`src/rtl/gray_stream_tx_pkg.sv`:
```
// Shared image-stream defaults (resolution and blanking) plus counter-sizing helpers.
package gray_stream_tx_pkg;

    localparam int unsigned DefDataWidth = 8;
    localparam int unsigned DefImgWidth  = 640;
    localparam int unsigned DefImgHeight = 480;
    localparam int unsigned DefHBlank    = 16;
    localparam int unsigned DefVBlank    = 32;

    function automatic int unsigned max_u(input int unsigned a, input int unsigned b);
        return (a > b) ? a : b;
    endfunction

    // Bits needed to count 0..max_val-1; never zero width.
    function automatic int unsigned cnt_width(input int unsigned max_val);
        return (max_val > 1) ? $clog2(max_val) : 1;
    endfunction

endpackage

```
`src/rtl/gray_stream_tx.sv`:
```
// Raster gray-pixel transmitter: pulls pixels from an upstream source and emits them
// framed by hsync/vsync with programmable horizontal and vertical blanking.
module gray_stream_tx
    import gray_stream_tx_pkg::*;
#(
    parameter int unsigned DATA_WIDTH = DefDataWidth,
    parameter int unsigned IMG_WIDTH  = DefImgWidth,
    parameter int unsigned IMG_HEIGHT = DefImgHeight,
    parameter int unsigned H_BLANK    = DefHBlank,
    parameter int unsigned V_BLANK    = DefVBlank
) (
    input  logic                  clk,
    input  logic                  rst_n,
    input  logic                  enable,
    input  logic                  src_valid,
    input  logic [DATA_WIDTH-1:0] src_data,
    output logic                  src_ready,
    output logic                  gray_valid,
    output logic                  gray_hsync,
    output logic                  gray_vsync,
    output logic [DATA_WIDTH-1:0] gray,
    output logic                  frame_done
);

    localparam int unsigned ColW = cnt_width(IMG_WIDTH);
    localparam int unsigned RowW = cnt_width(IMG_HEIGHT);
    localparam int unsigned BlkW = cnt_width(max_u(H_BLANK, V_BLANK));

    localparam logic [ColW-1:0] ColLast = ColW'(IMG_WIDTH - 1);
    localparam logic [RowW-1:0] RowLast = RowW'(IMG_HEIGHT - 1);
    localparam logic [BlkW-1:0] HbLast  = BlkW'(H_BLANK - 1);
    localparam logic [BlkW-1:0] VbLast  = BlkW'(V_BLANK - 1);

    typedef enum logic [1:0] {StIdle, StVblank, StActive, StHblank} state_e;

    state_e          state_q, state_d;
    logic [ColW-1:0] col_q, col_d;
    logic [RowW-1:0] row_q, row_d;
    logic [BlkW-1:0] blank_q, blank_d;

    logic handshake;
    logic last_col;
    logic last_row;

    assign src_ready = (state_q == StActive);
    assign handshake = src_valid && src_ready;
    assign last_col  = (col_q == ColLast);
    assign last_row  = (row_q == RowLast);

    always_comb begin
        state_d = state_q;
        col_d   = col_q;
        row_d   = row_q;
        blank_d = blank_q;
        unique case (state_q)
            StIdle: begin
                if (enable) begin
                    state_d = StVblank;
                    blank_d = '0;
                end
            end
            StVblank: begin
                if (blank_q == VbLast) begin
                    state_d = StActive;
                    blank_d = '0;
                    row_d   = '0;
                    col_d   = '0;
                end else begin
                    blank_d = blank_q + 1'b1;
                end
            end
            StActive: begin
                if (handshake) begin
                    if (last_col) begin
                        col_d   = '0;
                        blank_d = '0;
                        if (!last_row) begin
                            state_d = StHblank;
                        end else begin
                            // enable only matters here and in idle; a drop mid-frame waits
                            state_d = enable ? StVblank : StIdle;
                        end
                    end else begin
                        col_d = col_q + 1'b1;
                    end
                end
            end
            StHblank: begin
                if (blank_q == HbLast) begin
                    state_d = StActive;
                    blank_d = '0;
                    row_d   = row_q + 1'b1;
                end else begin
                    blank_d = blank_q + 1'b1;
                end
            end
        endcase
    end

    always_ff @(posedge clk or negedge rst_n) begin
        if (!rst_n) begin
            state_q    <= StIdle;
            col_q      <= '0;
            row_q      <= '0;
            blank_q    <= '0;
            gray_valid <= 1'b0;
            gray_hsync <= 1'b0;
            gray_vsync <= 1'b0;
            gray       <= '0;
            frame_done <= 1'b0;
        end else begin
            state_q    <= state_d;
            col_q      <= col_d;
            row_q      <= row_d;
            blank_q    <= blank_d;
            gray_valid <= handshake;
            gray       <= handshake ? src_data : '0;
            gray_hsync <= (state_q == StActive);
            gray_vsync <= (state_q == StActive) || (state_q == StHblank);
            // Coincides with the last pixel, i.e. the final cycle vsync is high.
            frame_done <= handshake && last_col && last_row;
        end
    end

endmodule

```
`config.mk`:
```
export PLATFORM = sky130hd
export DESIGN_NAME = gray_stream_tx
export DESIGN_NICKNAME = d
export VERILOG_FILES = /design/src/rtl/gray_stream_tx_pkg.sv /design/src/rtl/gray_stream_tx.sv
export SDC_FILE = /design/constraint.sdc
export NUM_CORES = 1
export LEC_CHECK = 0
export CAP_MARGIN = 20
export CORE_ASPECT_RATIO = 0.75
export CORE_MARGIN = 8
export CORE_UTILIZATION = 51
export CTS_CLUSTER_DIAMETER = 100
export DETAILED_ROUTE_END_ITERATION = 7
export PLACE_DENSITY = 0.78
export SLEW_MARGIN = 20
export SYNTH_ARGS = -nofsm -noshare
export SYNTH_HDL_FRONTEND = slang
export SYNTH_SLANG_ARGS = --single-unit
```
`constraint.sdc`:
```
create_clock -name clk -period 3.5 [get_ports clk]
set_clock_uncertainty 0.2 [all_clocks]
set_input_delay 1.05 -clock clk [delete_from_list [all_inputs] [get_ports clk]]
set_output_delay 1.05 -clock clk [all_outputs]
set_load 0.01 [all_outputs]
```
---- Word-level counts from Yosys, hierarchy flattened ----
Index checks and enable logic that the tools add are counted.
cells by class
  reductions and logical operators ........ 11
  equal/unequal tests ..................... 12
  add/sub/neg operators ................... 3
  mux-type cells .......................... 22
operators by type and width
  operator                                                          number
  10-bit 2-to-1 mux                                                 3
  5-bit 2-to-1 mux                                                  5
  10-bit case mux with 2 select lines                               1
  5-bit case mux with 4 select lines                                1
  9-bit 2-to-1 mux                                                  2
  9-bit case mux with 2 select lines                                1
  2-bit 2-to-1 mux                                                  6
  10-bit by 1-bit adder with 10-bit output (second input constant)  1
  10-bit == test (second input constant)                            1
  9-bit by 1-bit adder with 9-bit output (second input constant)    1
  9-bit == test (second input constant)                             1
  3-bit AND reduction                                               3
  8-bit 2-to-1 mux                                                  1
  2-bit case mux with 4 select lines                                1
  2-bit != test (second input constant)                             3
  5-bit by 1-bit adder with 5-bit output (second input constant)    1
  5-bit by 4-bit == test with 1-bit output (second input constant)  1
  5-bit == test (second input constant)                             1
  5-bit AND reduction                                               1
  2-bit == test (second input constant)                             2
  2-bit by 1-bit != test with 1-bit output (second input constant)  2
  2-bit nonzero test                                                2
  1-bit logical AND                                                 3
  2-bit by 1-bit == test with 1-bit output (second input constant)  1
  3 further kinds                                                   3
word-level totals
  logic and storage cells ................. 57
  bits in registers ....................... 38
  bits of input ports ..................... 12
  output and inout port bits .............. 13

---- Logic depth before layout (Yosys ltp) ----
Gate-level depths: netlist of run 1.
  depth in word-level cells ............... 5
  depth in mapped cells ................... 8

---- Worst setup path before layout of run 1 ----
Ideal clock, no wire load.
  path type ............................... reg2reg
  start ................................... reg blank_q[0]
  end ..................................... reg col_q[6]
  setup slack ............................. 1.372 ns
  arrival time ............................ 1.807 ns
  cell stages (with the launch flop) ...... 9
  library setup time ...................... 0.121 ns
  required time ........................... 3.179 ns
  path through ............................ dfrtp_1 ha_1 and3_1 ha_1 and3b_1 clkbuf_1 o2111ai_1 o21ai_0 a22o_1
on the way
  longest elaborated chain between the ends .. 3
RTL lines
  item                                  RTL line               source
  start, declared                       gray_stream_tx.sv:39   logic [BlkW-1:0] blank_q, blank_d;
  start signal, assigned                gray_stream_tx.sv:115  blank_q <= blank_d;
  5-bit == test                         gray_stream_tx.sv:63   if (blank_q == VbLast) begin
  2-bit != test (no source line)        --
  3-bit AND reduction (no source line)  --
  end signal, assigned                  gray_stream_tx.sv:113  col_q <= col_d;
  end, declared                         gray_stream_tx.sv:37   logic [ColW-1:0] col_q, col_d;
Every way passes these cells.
A chain may end at the register's enable or synchronous reset.

---- Final worst setup path of run 1 ----
  start ................................... reg state_q[0]
  end ..................................... out src_ready
on the way
  longest elaborated chain between the ends .. 1
RTL lines
  item                    RTL line               source
  start, declared         gray_stream_tx.sv:36   state_e state_q, state_d;
  start signal, assigned  gray_stream_tx.sv:102  state_q <= StIdle;
  start signal, assigned  gray_stream_tx.sv:112  state_q <= state_d;
  2-bit == test           gray_stream_tx.sv:45   assign src_ready = (state_q == StActive);
  end, declared           gray_stream_tx.sv:17   output logic src_ready,
Every way passes these cells.

==> results_dict.tcl, run 1 <==
set metrics [dict create \
    status "finished, final reports clean" \
    rrSetupSlack_ns 1.08 \
    path_clk_slew_ns 0.08 \
    fillers 290 \
    whs_ns 0.3149 \
    setup_slack_ns 0.6768 \
    grt_max_degree 39 \
    slowest_stage "clkdlybuf4s50_1" \
    synthCells 175 \
    synthTopCellsByArea "dfrtp_1 52%, ha_1 4.1%, and2_1 3.1%" \
    max_freq_ghz 0.3542 \
    cp_max_fo 6 \
    ys_ff_latch 38 \
    drt_iter0_markers 102 \
    dr_total_vias 1377 \
    clockRootBuffer "clkbuf_8" \
    gp_congestion 0.9387 \
    post_cts_buffers 0 \
    synthDistinctLibCells 43 \
    arrival_ns 1.57 \
    startpoint_type "register" \
    synth_top_cell_by_area "dfrtp_1" \
    final_max_slew_viol_count 0 \
    cp_cell_sequence "nand2b_1 > inv_1 > clkdlybuf4s50_1" \
    drc 0 \
    layout.nets 220 \
    hp-class "register to register" \
    grt_pass1_wl_mm 6.361 \
    required_ns 2.25 \
    antenna_found_initial 0 \
    powerDensity_nw_per_um2 582.1 \
    cts_buffers 5 \
    grt_pass1_vias 1347 \
    p_int_uw 860.3 \
    ys_async_sr_fraction_pct 100.0 \
    vias_per_cell 5.620 \
    coreArea_um2 3566 \
    p_comb_share_pct 27.2 \
    setup_viol 0 \
    start_util_pct 51.75 \
    synth_compound_area_share_pct 14.37 \
    hold_viol 0 \
    final_core_utilization_pct 62.14 \
    hpwl_mm 2.877 \
    grt_usage_pct 14.32 \
    syn-cell-area_um2 1846 \
    synth_flop_cell "dfrtp_1" \
    maxCapViolations 0 \
    ctsHoldBuffers 0 \
    worstMarginPinSlew_ns 0.5666 \
    design_area_um2 2216 \
    syn_nets 193 \
    yosys.area_share.simple_pct 20.00 \
    htree_num_levels 2 \
    clkPwrFrac_pct 24.3 \
    io_buffers 24 \
    io_pins 25 \
    rows 19 \
    netlist.area_leader.share_pct 51.53 \
    power_frac_seq_pct 48.4 \
    min_to "col_q[1]$_DFFE_PN0P_" \
    avgSynthCellArea_um2 10.55 \
    multi_input_area_um2 828.3 \
    synth_edf_count 0 \
    die_area_um2 5819 \
    reg2reg_depth 7 \
    dr.pass1.iters 4 \
    diodes 0 \
    maxSlewHeadroom_pct 62.05 \
    clock_latency_ns 0.29 \
    fin_setup_tns_ns 0 \
    routedWlPerCell_um 15.90 \
    vdd_drop_max_mv 0.3390 \
    drive_above_1_share_pct 8.374 \
    grt_overflow 0 \
    yosysSeqAreaShare_pct 51.53 \
    synth_top_family_by_area "simple AND/OR/NAND/NOR gates" \
    pre_cts_ws_ns 0.5156 \
    synth_xor_area_share_pct 4.746 \
    clock_sinks 38 \
    leakage_uw 0.001021 \
    cpPeakStageDelay_ns 0.58 \
    cts-resized-gates 0 \
    period_needed_ns 2.823 \
    cts_buffer_depth 2 \
    area_growth_pct 20.07 \
    synth_fa_ha_area_share_pct 4.068 \
    placed_cell_area_um2 2121 \
    yosys_warnings 0 \
    rsz0062_at_grt "no" \
    antenna_left 0 \
    finalCritPeriodShare_pct 80.66 \
    rr_startpoint "blank_q[0]$_DFFE_PN0P_" \
    die_h_um 68.10 \
    end_kind "primary output" \
    r2r_end "row_q[7]$_DFFE_PN0P_" \
    p_sw_share_pct 33.31 \
    wl_mm 3.895 \
    seq_area_um2 950.9 \
    die_w_um 85.46 \
    hold-path-cell-count 2 \
    min_from "col_q[1]$_DFFE_PN0P_" \
    crit_type "register to primary output" \
    switchingPower_uw 429.6 \
    cts_tree "built" \
    synth_mux_area_share_pct 1.695 \
]
worst max-delay path by stage:
stage	from	endpoint	slack (ns)	cells after the start
after floorplan	blank_q[0]$_DFFE_PN0P_	col_q[6]$_DFFE_PN0P_	1.37	8
after global placement	src_valid	col_q[9]$_DFFE_PN0P_	0.61	6
after detailed placement	src_valid	col_q[4]$_DFFE_PN0P_	0.52	6
after CTS	state_q[0]$_DFFE_PN0P_	src_ready	0.64	3
after global routing	state_q[0]$_DFFE_PN0P_	src_ready	0.56	3
final	state_q[0]$_DFFE_PN0P_	src_ready	0.68	3
stage by stage:
| stage | power, uW | std cells |
|---|---|---|
| 2_1_floorplan | 856.3 | 175 |
| 3_3_place_gp | 964.7 | 237 |
| 3_5_place_dp | 981.9 | 237 |
| 4_1_cts | 1302 | 245 |
| 5_1_grt | 1375 | 245 |
| 6_report | 1290 | 245 |
final cells by class:
class | count | share of cell area [%]
Clock buffer | 6 | 3.727
Clock inverter | 2 | 0.5647
Inverter | 7 | 1.186
Multi-Input combinational cell | 123 | 37.38
Sequential cell | 38 | 42.91
Tap cell | 42 | 2.372
Timing Repair Buffer | 27 | 11.86
synthesized netlist by cell type, drive strengths merged, types with 2 or more instances:
cell / instances
clkbuf: 3
a211oi: 2
ha: 6
nand3b: 2
xnor2: 5
and2: 9
o31ai: 2
nand3: 7
nor3b: 2
and3: 8
a21o: 3
a22o: 4
dfrtp: 38
a21oi: 6
o21ai: 11
xor2: 5
nand2: 14
buf: 4
inv: 7
nor2: 13
or3: 2
nand4: 4
a31oi: 3
mux2i: 2
sequential cells by signal (all words and copies together), names as in the netlist:
name	count
state_q	2
gray	8
row_q	9
blank_q	5
gray_hsync	1
gray_valid	1
gray_vsync	1
col_q	10
frame_done	1
critical path: cells and delay by family (launching register included):
family,cells,cell delay [ns]
AND/OR/NAND/NOR,1,0.15
flip-flops,1,0.37
buffers and inverters,2,0.76
power groups by stage:
stage / logic, uW / clock network, uW / registers, uW
3_3_place_gp: 339 / 0 / 626
3_5_place_dp: 353 / 0 / 629
6_report: 351 / 314 / 625
4_1_cts: 355 / 325 / 622
5_1_grt: 398 / 340 / 638
2_1_floorplan: 237 / 0 / 619
cells in the final DEF, fill, tap and decap left out, types with 2 or more instances in the layout:
cell | synthesis | routed
clkdlybuf4s50_1 | 0 | 24
a211oi_1 | 2 | 2
and3_1 | 8 | 8
mux2i_1 | 2 | 2
a31oi_1 | 3 | 3
nand2_1 | 14 | 14
nor2_1 | 12 | 12
o31ai_1 | 2 | 2
nor3b_1 | 2 | 2
nand3_1 | 7 | 7
xnor2_1 | 5 | 5
or3_1 | 2 | 2
and2_1 | 9 | 9
a21oi_1 | 5 | 5
ha_1 | 6 | 6
o21ai_0 | 11 | 11
inv_1 | 6 | 6
dfrtp_1 | 38 | 38
a21o_1 | 3 | 3
clkbuf_8 | 0 | 6
nand4_1 | 4 | 4
a22o_1 | 4 | 4
xor2_1 | 5 | 5
buf_4 | 1 | 3
cells by family (layout without fill, tap and decap cells):
logic type               Yosys count  after routing
adder cells (fa/ha/maj)            6              6
XOR/XNOR                          10             10
flip-flops                        38             38
AND/OR/NAND/NOR                   67             67
buffers and inverters             14             42
AO/OA/AOI/OAI                     37             37
multiplexers                       3              3
layer usage:
metal,part of all wire [%],GRT usage (%),vias up
met5,0,0,-
met2,43,21.99,43
met1,47,16.70,652
met4,2.3,9.348,0
li1,-,-,672
met3,8.2,5.635,10
Power figures use the tool's default switching activity.
==> run 2: changes to the inputs <==
- CORE_UTILIZATION: 51 -> 49
- clock period: 3.5 -> 2.48 ns (I/O delays scaled with it)
==> run 2 against run 1 <==
Flip-flop and latch count is the same. Core utilization grew 0.47 points. Sequential power grew 42%. Critical path type is now register to register. Critical endpoint is now row_q[7]$_DFFE_PN0P_. Largest power group unchanged.
==> results_dict.tcl, run 2 (synthesis gave the netlist of run 1 again) <==
set metrics [dict create \
    hp-class "register to register" \
    clock_latency_ns 0.30 \
    ctsHoldBuffers 0 \
    largest_reg_flops 10 \
    leakage_uw 0.001063 \
    rows 19 \
    final_common_cell "dfrtp_1" \
    crit_type "register to register" \
    power_uw 1922 \
    placed_cell_area_um2 2163 \
    diodes 0 \
    worstMarginPinSlew_ns 0.4643 \
    finalCritPeriodShare_pct 94.58 \
    top_regs "col_q: 10 flops, row_q: 9 flops, gray: 8 flops" \
    clockRootBuffer "clkbuf_8" \
    period_needed_ns 2.345 \
    routedWlPerCell_um 16.12 \
    coreArea_um2 3637 \
    cts_tree "built" \
    maxSlewHeadroom_pct 69.05 \
    required_ns 2.49 \
    wl_mm 4.175 \
    grt_max_degree 39 \
    cts_buffer_depth 2 \
    min_from "col_q[0]$_DFFE_PN0P_" \
    powerDensity_nw_per_um2 844.2 \
    die_area_um2 6007 \
    end_kind "register" \
    design_area_um2 2277 \
    cp_cell_sequence "ha_1 > and3_1 > ha_2 > mux2_2 > nand4_1 > or3_1 > a21oi_1" \
    drt_iter0_markers 172 \
    cp_max_fo 5 \
    setup_viol 0 \
    drive_above_1_share_pct 11.11 \
    startpoint_type "register" \
    clock_sinks 38 \
    path_clk_slew_ns 0.07 \
    final_cell_mix "38 x dfrtp_1, 23 x clkdlybuf4s50_1, 14 x nand2_1" \
    regMostFlops "col_q" \
    start_util_pct 50.74 \
    arrival_ns 2.36 \
    whs_ns 0.3325 \
    antenna_found_initial 0 \
    rr_startpoint "blank_q[0]$_DFFE_PN0P_" \
    grt_overflow 0 \
    vdd_drop_max_mv 0.6108 \
    antenna_left 0 \
    layout.nets 224 \
    status "finished, final reports clean" \
    die_w_um 86.87 \
    area_growth_pct 23.39 \
    final_max_slew_viol_count 0 \
    vias_per_cell 5.556 \
    cpPeakStageDelay_ns 0.41 \
    fin_setup_tns_ns 0 \
    io_buffers 24 \
    grt_usage_pct 15.01 \
    hold_viol 0 \
    rsz0062_at_grt "no" \
    grt_pass1_wl_mm 7.100 \
    maxCapViolations 0 \
    worstSetupStartpoint "blank_q[0]$_DFFE_PN0P_" \
    slowest_stage "or3_1" \
    dr_total_vias 1439 \
    hpwl_mm 3.037 \
    grt_pass1_vias 1505 \
    htree_num_levels 2 \
    die_h_um 69.15 \
    io_pins 25 \
    gp_congestion 0.8677 \
    max_freq_ghz 0.4263 \
    dr.pass1.iters 4 \
    cts_buffers 5 \
    drc 0 \
]
-- run 2: critical path: cells and delay by family, from the launching register on --
family	cells	cell delay (ns)
and+or+nand+nor	3	0.84
AOI/OAI and AO/OA	1	0.17
DFF	1	0.40
muxes	1	0.20
adders and majority gates	2	0.45
-- run 2: final timing paths --
path                                     endpoint  depth (start not counted)  slack (ns)
setup / recovery             row_q[7]$_DFFE_PN0P_                          7        0.13
hold / removal               col_q[0]$_DFFE_PN0P_                          1        0.33
setup reg to reg             row_q[7]$_DFFE_PN0P_                          7        0.13
hold reg to reg              col_q[0]$_DFFE_PN0P_                          1        0.33
max in group asynchronous    col_q[9]$_DFFE_PN0P_                          2        1.09
min in group asynchronous  blank_q[0]$_DFFE_PN0P_                          2        0.66
-- run 2: repair_timing --
item	4_1_cts	5_1_grt
resized for setup	1	2
setup buffers	0	0
endpoints found under the setup margin	1	6
-- run 2: cell type report --
type | instances | area (um2)
sequential | 38 | 950.9
multi-input combinational | 123 | 830.8
clock inverter | 3 | 40.04
inverter | 7 | 26.28
fill | 282 | 1360
timing repair buffer | 31 | 295.3
tap | 52 | 65.06
clock buffer | 5 | 68.82
-- run 2: through the flow --
step	std cells	setup WS [ns]	utilization, %
final	259	0.1345	62.61
after global placement	251	0.1139	59.48
after CTS	259	0.001151	62.47
after floorplan	175	0.3518	-
after detailed placement	251	0.07894	59.48
after global routing	259	0.02101	62.61
-- run 2: where the power goes --
| group | leakage [uW] | internal (uW) | switching (uW) | total (uW) |
|---|---|---|---|---|
| combinational | 0.000519 | 247 | 269 | 516 |
| clock | 0.0000579 | 296 | 223 | 518 |
| sequential | 0.000486 | 756 | 132 | 888 |
| total | 0.00106 | 1300 | 624 | 1920 |
-- run 2: layer usage --
| metal | share of wire (%) | up-vias | GRT usage (%) |
|---|---|---|---|
| met5 | 0 | - | 0 |
| met1 | 43 | 697 | 17.64 |
| met2 | 46 | 55 | 22.49 |
| met3 | 9.0 | 11 | 7.574 |
| met4 | 1.9 | 0 | 6.286 |
| li1 | - | 676 | - |
